`config.mk`:
```
export PLATFORM = sky130hd
export DESIGN_NAME = fp_mixer
export DESIGN_NICKNAME = d
export VERILOG_FILES = /design/src/rtl/fp_mixer_pkg.sv /design/src/rtl/fp_timeout_counter.sv /design/src/rtl/fp_mixer.sv
export SDC_FILE = /design/constraint.sdc
export NUM_CORES = 1
export LEC_CHECK = 0
export CAP_MARGIN = 20
export CORE_ASPECT_RATIO = 1.4
export CORE_MARGIN = 2
export CORE_UTILIZATION = 26
export DETAILED_ROUTE_END_ITERATION = 7
export RECOVER_POWER = 50
export SYNTH_ARGS = -nofsm -noshare
export SYNTH_HDL_FRONTEND = slang
export SYNTH_SLANG_ARGS = --single-unit
```
`constraint.sdc`:
```
create_clock -name clk -period 2.1 [get_ports clk]
set_clock_uncertainty 0.05 [all_clocks]
set_input_delay 0.42 -clock clk [delete_from_list [all_inputs] [get_ports clk]]
set_output_delay 0.42 -clock clk [all_outputs]
set_load 0.03 [all_outputs]
```
`src/rtl/fp_mixer_pkg.sv`:
```
// Shared definitions for the float32 voice mixer: FSM encoding and float32 constants.
// The mixer does no float arithmetic; these constants name well-known operand patterns.
package fp_mixer_pkg;

  localparam int unsigned FP_W = 32;

  localparam logic [FP_W-1:0] FP_ZERO = 32'h0000_0000;
  localparam logic [FP_W-1:0] FP_ONE  = 32'h3F80_0000;
  localparam logic [FP_W-1:0] FP_TWO  = 32'h4000_0000;

  typedef enum logic [1:0] {
    StIdle  = 2'd0,
    StStart = 2'd1,
    StWait  = 2'd2,
    StEmit  = 2'd3
  } state_e;

endpackage

```
`src/rtl/fp_timeout_counter.sv`:
```
// Loadable down-counter that saturates at zero; expired is high while the count is zero.
module fp_timeout_counter #(
  parameter int unsigned Width = 5
) (
  input  logic             clk,
  input  logic             reset,
  input  logic             load,
  input  logic             en,
  input  logic [Width-1:0] load_val,
  output logic             expired
);

  logic [Width-1:0] cnt_q, cnt_d;

  always_comb begin
    cnt_d = cnt_q;
    if (load) begin
      cnt_d = load_val;
    end else if (en && (cnt_q != '0)) begin
      cnt_d = cnt_q - Width'(1);
    end
  end

  always_ff @(posedge clk or negedge reset) begin
    if (!reset) begin
      cnt_q <= '0;
    end else begin
      cnt_q <= cnt_d;
    end
  end

  assign expired = (cnt_q == '0);

endmodule

```
`src/rtl/fp_mixer.sv`:
```
// Accumulates NVOICES float32 samples per frame through an external adder and
// emits the frame sum; a stalled adder is bounded by a timeout that sets a sticky err.
module fp_mixer
  import fp_mixer_pkg::*;
#(
  parameter int unsigned NVOICES = 8,
  parameter int unsigned TIMEOUT = 16
) (
  input  logic            clk,
  input  logic            reset,
  input  logic [FP_W-1:0] in_data,
  input  logic            in_valid,
  output logic            in_ready,
  output logic [FP_W-1:0] out_data,
  output logic            out_valid,
  input  logic            out_ready,
  output logic            add_start,
  output logic [FP_W-1:0] add_a,
  output logic [FP_W-1:0] add_b,
  input  logic [FP_W-1:0] add_result,
  input  logic            add_done,
  output logic            err
);

  localparam int unsigned CntW = $clog2(NVOICES + 1);
  localparam int unsigned TimW = $clog2(TIMEOUT + 1);

  state_e state_q, state_d;

  logic [CntW-1:0] count_q, count_d;
  logic [FP_W-1:0] acc_q, acc_d;
  logic [FP_W-1:0] add_a_q, add_a_d;
  logic [FP_W-1:0] add_b_q, add_b_d;
  logic            err_q, err_d;
  logic            first_q, first_d;

  logic            tmo_expired;
  logic            done_ok;
  logic            timed_out;
  logic            wait_end;
  logic [CntW-1:0] count_inc;
  logic            last_voice;

  // add_done is stale on the first WAIT cycle: the adder clears it one cycle after load
  assign done_ok    = (state_q == StWait) && !first_q && add_done;
  assign timed_out  = (state_q == StWait) && tmo_expired && !done_ok;
  assign wait_end   = done_ok || timed_out;
  assign count_inc  = count_q + CntW'(1);
  assign last_voice = (count_inc == CntW'(NVOICES));

  fp_timeout_counter #(
    .Width (TimW)
  ) u_timeout (
    .clk      (clk),
    .reset    (reset),
    .load     (state_q == StStart),
    .en       (state_q == StWait),
    .load_val (TimW'(TIMEOUT - 1)),
    .expired  (tmo_expired)
  );

  always_ff @(posedge clk or negedge reset) begin
    if (!reset) begin
      state_q <= StIdle;
    end else begin
      state_q <= state_d;
    end
  end

  always_comb begin
    state_d = state_q;
    unique case (state_q)
      StIdle:  if (in_valid && (count_q != '0)) state_d = StStart;
      StStart: state_d = StWait;
      StWait:  if (wait_end) state_d = last_voice ? StEmit : StIdle;
      StEmit:  if (out_ready) state_d = StIdle;
      default: state_d = StIdle;
    endcase
  end

  always_comb begin
    in_ready  = (state_q == StIdle);
    add_start = (state_q == StStart);
    out_valid = (state_q == StEmit);
    out_data  = acc_q;
    add_a     = add_a_q;
    add_b     = add_b_q;
    err       = err_q;
  end

  always_comb begin
    count_d = count_q;
    acc_d   = acc_q;
    add_a_d = add_a_q;
    add_b_d = add_b_q;
    err_d   = err_q;
    first_d = first_q;
    unique case (state_q)
      StIdle: begin
        if (in_valid) begin
          if (count_q == '0) begin
            acc_d   = in_data;
            count_d = CntW'(1);
          end else begin
            add_a_d = acc_q;
            add_b_d = in_data;
          end
        end
      end
      StStart: first_d = 1'b1;
      StWait: begin
        first_d = 1'b0;
        if (done_ok) acc_d = add_result;
        if (wait_end) count_d = count_inc;
        if (timed_out) err_d = 1'b1;
      end
      StEmit: if (out_ready) count_d = '0;
      default: ;
    endcase
  end

  always_ff @(posedge clk or negedge reset) begin
    if (!reset) begin
      count_q <= '0;
      acc_q   <= FP_ZERO;
      add_a_q <= FP_ZERO;
      add_b_q <= FP_ZERO;
      err_q   <= 1'b0;
      first_q <= 1'b0;
    end else begin
      count_q <= count_d;
      acc_q   <= acc_d;
      add_a_q <= add_a_d;
      add_b_q <= add_b_d;
      err_q   <= err_d;
      first_q <= first_d;
    end
  end

endmodule

```
======== After elaboration in Yosys (flattened, before gate mapping) ========
Cells that the tools add are included.
cells by class
  reduce and logical (&&, ||, !) cells .... 23
  add/sub/neg operators ................... 2
  muxes and demuxes ....................... 17
  bitwise operators ....................... 1
  equality and inequality tests ........... 10
operators by type and width
  cell                                                                   count
  32-bit two-way mux                                                     3
  32-bit case mux with 2 select lines                                    1
  4-bit two-way mux                                                      4
  4-bit case mux with 3 select lines                                     1
  5-bit two-way mux                                                      2
  2-bit two-way mux                                                      4
  2-bit case mux with 4 select lines                                     1
  1-bit logical AND                                                      6
  2-bit by 1-bit != test with 1-bit output, second input constant        3
  2-bit != test, second input constant                                   3
  3-bit AND reduction                                                    2
  2-bit nonzero test                                                     3
  5-bit zero test                                                        1
  5-bit AND reduction                                                    1
  5-bit nonzero test                                                     1
  5-bit by 1-bit subtractor with 5-bit output, second input constant     1
  4-bit by 1-bit adder with 4-bit output, second input constant          1
  2-bit equality test, second input constant                             2
  4-bit equality test, second input constant                             1
  4-bit zero test                                                        1
  4-bit AND reduction                                                    1
  4-bit nonzero test                                                     1
  3-bit nonzero test                                                     1
  2-bit by 1-bit equality test with 1-bit output, second input constant  1
  other kinds (6)                                                        7
word-level totals
  bits in registers ....................... 109
  word-level logic and storage cells ...... 61
  output and inout bits ................... 100

======== Longest topological paths before layout ========
  depth after elaboration ................. 8
  mapped depth ............................ 8
  depth with buffers taken out ............ 6

======== Hierarchy ========
From an unflattened synthesis, not the netlist that was laid out.
unflattened totals
  cell total of the unflattened synthesis .. 364
  area, all modules ....................... 5029.8 um^2
modules (own cells, without submodules)
  module              seq. area each (um^2)  area an instance (um^2)  cells an instance  instances
  fp_mixer            2602.5                 4725.8                   332                1
  fp_timeout_counter  125.1                  304.0                    32                 1

======== Least setup slack after synthesis ========
Ideal clock, no wire load.
  path kind ............................... flip-flop to flip-flop
  start ................................... reg state_q[0]
  end ..................................... reg add_b_q[0], in the netlist add_b[0]
  arrival ................................. 2113 ps
  buffers on the path ..................... 2
  cell stages (with the launch flop) ...... 7
  slack ................................... -188 ps
  clock period less this slack ............ 2288 ps
  path through ............................ dfrtp_1 inv_1 ha_1 and3_1 clkbuf_1 clkbuf_1 mux2_2
between the ends
  word-level cells in the longest chain between the ends .. 2
RTL lines
  element                        RTL line         RTL
  start, declared                fp_mixer.sv:28   state_e state_q, state_d;
  start signal, assigned         fp_mixer.sv:64   state_q <= StIdle;
  start signal, assigned         fp_mixer.sv:66   state_q <= state_d;
  2-bit zero test                --
  via in_ready                   fp_mixer.sv:13   output logic in_ready,
  3-bit AND reduction (no line)  --
  end signal, assigned           fp_mixer.sv:127  add_b_q <= FP_ZERO;
  end signal, assigned           fp_mixer.sv:134  add_b_q <= add_b_d;
  end, declared                  fp_mixer.sv:33   logic [FP_W-1:0] add_b_q, add_b_d;
The timed path passes the listed nets, and every way through them passes these cells.
A chain may end at the register's enable or synchronous reset.

======== Worst setup path after layout ========
  start ................................... reg u_timeout.cnt_q[0]
  end ..................................... reg count_q[3]
between the ends
  word-level cells in the longest chain between the ends .. 6
RTL lines
  element                         RTL line                  RTL
  start, declared                 fp_timeout_counter.sv:13  logic [Width-1:0] cnt_q, cnt_d;
  start signal, assigned          fp_timeout_counter.sv:28  cnt_q <= cnt_d;
  5-bit zero test                 fp_timeout_counter.sv:32  assign expired = (cnt_q == '0);
  1-bit logical AND (2 in a row)  fp_mixer.sv:46            assign timed_out = (state_q == StWait) && tmo_expired && !done_ok;
  1-bit logical OR                fp_mixer.sv:47            assign wait_end = done_ok || timed_out;
  2-bit != test (no line)         --
  5-bit AND reduction (no line)   --
  end signal, assigned            fp_mixer.sv:131           count_q <= count_d;
  end, declared                   fp_mixer.sv:30            logic [CntW-1:0] count_q, count_d;
Every way passes these cells.

==> reports/results.tsv <==
stage	metric	value	unit
critical_path	critPathMaxStageDelay	0.46	ns
synthesis	synth_area_leaders	dfrtp_1, mux2_2, mux2i_1	
power_and_ir_drop	power.internal	0.00734	W
clock_tree	hold_buffers	0	
route	via_per_inst	4.37	
power_and_ir_drop	powerDensity	1790	mW/mm^2
timing	fin_setup_tns	-0.0622	ns
power_and_ir_drop	p_seq_frac	0.293	
timing	fin_crit	2.16	ns
flow_run	drv_cap	1	
timing	rsz0062_at_grt	yes	
clock_tree	htree_num_levels	3	
power_and_ir_drop	total_leakage_power	2.90	nW
synthesis	ys_top_cells_by_count	dfrtp_1, mux2_2, nor2_1	
floorplanning	io_pins	169	
timing	tightest_slew	1.55	ns
layout	area_delta_synth_final	53.9	%
critical_path	crit_path_start_kind	flip-flop	
floorplanning	die_h	162	microns
clock_tree	clock_latency	0.34	ns
place	port-buffer-count	168	
place	gp_congestion	0.763	
synthesis	synth_area	0.00462	sq mm
timing	relSlewSlack	-0.0354	
synthesis	syn_nets	432	
route	ant_nets	0	
floorplanning	core_region_area	0.0174	sq mm
layout	fin_nets	618	
synthesis	ys_async_sr_fraction	1.00	
place	dp_hpwl	8.85	mm
power_and_ir_drop	p_sw_frac	0.424	
synthesis	synthCells	355	
synthesis	synth_ff_type	dfrtp_1	
global_route	grt_pass1_wl	19.6	mm
route	vias	3417	
route	dr_wl_met3	566	microns
synthesis	ys_seq_area_frac	0.590	
global_route	grt_antenna_before_repair	0	
critical_path	crit_slowest_cell	or4b_4	
route	routed_wl	12.3	mm
timing	fin_ws	-0.0594	ns
timing	finalSetupViolCount	2	
route	firstDrtPassIters	4	
clock_tree	cts_tree	yes	
layout	antenna_cells	0	
status	outcome	finished with violations	
synthesis	yosysMostFrequentCell	dfrtp_1	
critical_path	reg2reg_depth	6	
place	placed_cells	761	
synthesis	synth_edf_count	0	
route	top_layer	met4	
critical_path	critPathArrivalTime	2.34	ns
critical_path	cp.buffers_inverters	1	
clock_tree	clock-root-buffer	clkbuf_16	
clock_tree	clock-sinks	109	
synthesis	synthDistinctLibCells	38	
critical_path	cp_top_family	simple AND/OR/NAND/NOR gates	
critical_path	critPathCaptureType	flip-flop	
synthesis	syn_avg_cell_area	13.0	sq um
power_and_ir_drop	p_comb_frac	0.568	
critical_path	crit_type	reg2reg	
floorplanning	die_w	117	microns
floorplanning	rows	57	
timing	fmax	463	MHz
route	drt_iter0_drc	121	
critical_path	r2r_setup_slack	-0.06	ns
critical_path	reg2reg_from	u_timeout.cnt_q[0]$_DFFE_PN0P_	
clock_tree	cts.clk_slew.worst_paths	0.08	ns
critical_path	reg2reg_to	count_q[3]$_DFFE_PN0P_	
global_route	grt-ovfl-total	0	
clock_tree	clock_path_buffers	2	
synthesis	synth-seq-cells	109	
route	wl_per_cell	15.7	microns
layout	fillers	1702	
status	violations	max-capacitance violations, max-slew violations, negative setup slack	
power_and_ir_drop	power_switching	0.00542	W
synthesis	synth_area_leader_cell	dfrtp_1	
timing	slew_viol_final	63	
global_route	grt_pass1_vias	3754	
power_and_ir_drop	clkPwrFrac	0.138	
power_and_ir_drop	max-vdd-ir-drop	0.989	mV
synthesis	ys_warn_count	0	
critical_path	cp_max_fo	4	
timing	hold_viol	0	
layout	drive_gt1_frac	0.222	
critical_path	cp_cell_sequence	inv_2 > ha_4 > or4b_4 > a32o_2 > or3_4 > mux2_4	
route	drt_drc_violations_left	0	
floorplanning	start_util	0.266	
critical_path	cp.required	2.28	ns
layout	finalNonFillerCells	782	
clock_tree	numCtsBuffers	9	
global_route	grt_max_degree	63	
synthesis	yosys.area.top_type_share	0.590	
timing	fin_crit_sh	1.03	
route	wl_met1	4.71	mm
route	dr_wl_met2	6.63	mm
global_route	grtUsageTotal	0.135	
worst_hold_path	hp-class	in2async	
floorplanning	design.die.area	0.0189	sq mm
==> flip-flops by register name (all words and copies together) (netlist names) <==
signal / flops
add_a: 32
add_b: 32
first_q: 1
out_data: 32
u_timeout.cnt_q: 5
count_q: 4
err: 1
state_q: 2
==> kinds of logic (layout without fill, tap and decap cells) <==
family                     after synthesis  in the layout  synth area share
AOI/OAI and AO/OA                       45             45            0.0579
xor gates and xnor gates                 3              3           0.00569
adders and majority gates                8              8            0.0217
buffers and inverters                   27            218            0.0222
DFF                                    109            109             0.590
muxes                                  100            100             0.235
and+or+nand+nor                         63             63            0.0672
==> metal layers <==
layer | GRT usage | vias to the layer above
met4 | 0.0620 | 0
met3 | 0.0299 | 18
met5 | 0 | -
li1 | - | 1608
met2 | 0.240 | 92
met1 | 0.153 | 1699
==> cells in the final DEF (no fill, tap or decap), drive strengths merged, types with 3 or more instances in the layout <==
cell type,count
clkdlybuf4s50,122
dlygate4sd3,42
nand2b,7
nand2,4
mux2,65
mux2i,35
nor3,3
buf,23
a21oi,32
dfrtp,109
clkbuf,13
nand3,3
ha,8
nor2,36
inv,11
==> power groups by stage <==
| stage | logic [W] | registers, W | clock network, W |
|---|---|---|---|
| 2_1_floorplan | 0.00243 | 0.00558 | 0 |
| 3_3_place_gp | 0.00731 | 0.00376 | 0 |
| 3_5_place_dp | 0.00740 | 0.00381 | 0 |
| 4_1_cts | 0.00744 | 0.00379 | 0.00184 |
| 5_1_grt | 0.00776 | 0.00390 | 0.00192 |
| 6_report | 0.00725 | 0.00374 | 0.00176 |
==> per-stage QoR <==
step	cell area (sq um)	setup slack, ns	utilization	hold slack, ns	power, W
5_1_grt	7110	-0.111	0.409	0.472	0.0136
6_report	7110	-0.0594	0.409	0.358	0.0128
4_1_cts	7100	-0.0578	0.408	0.000881	0.0131
3_5_place_dp	6780	-0.256	0.389	0.387	0.0112
3_3_place_gp	6780	-0.250	0.389	0.389	0.0111
2_1_floorplan	4640	-0.107	-	0.0744	0.00802
==> worst register-to-register path, stage by stage, from the launching register on <==
cell and delay (ns):
dfrtp_1 0.40, inv_2 0.08, ha_4 0.12, or4b_4 0.46, a32o_2 0.27, or3_4 0.36, mux2_4 0.31
==> worst max path at each step <==
stage                                   endpoint                            from  slack (ns)  depth (start not counted)
after global routing      count_q[3]$_DFFE_PN0P_  u_timeout.cnt_q[0]$_DFFE_PN0P_       -0.11                          6
after floorplan           count_q[3]$_DFFE_PN0P_  u_timeout.cnt_q[1]$_DFFE_PN0P_       -0.11                          6
after CTS                 count_q[3]$_DFFE_PN0P_  u_timeout.cnt_q[0]$_DFFE_PN0P_       -0.06                          6
after global placement    count_q[3]$_DFFE_PN0P_                        add_done       -0.25                          5
final                     count_q[3]$_DFFE_PN0P_  u_timeout.cnt_q[0]$_DFFE_PN0P_       -0.06                          6
after detailed placement  count_q[3]$_DFFE_PN0P_                        add_done       -0.26                          5
==> final cells by class <==
cell class	instances	area, sq um	share of cell area
Clock buffer	10	239	0.0336
Multi-Input combinational cell	219	1840	0.259
Timing Repair Buffer	193	1910	0.268
Clock inverter	6	68.8	0.00968
Inverter	9	33.8	0.00475
Sequential cell	109	2730	0.384
Tap cell	236	295	0.0415
==> repair_timing <==
item | in CTS | in global routing
gates resized for setup | 3 | 5
setup buffers | 3 | 2
pin swaps | 2 | 0
setup endpoints to repair | 7 | 6
Note: power is estimated with default switching activity, not from simulation.
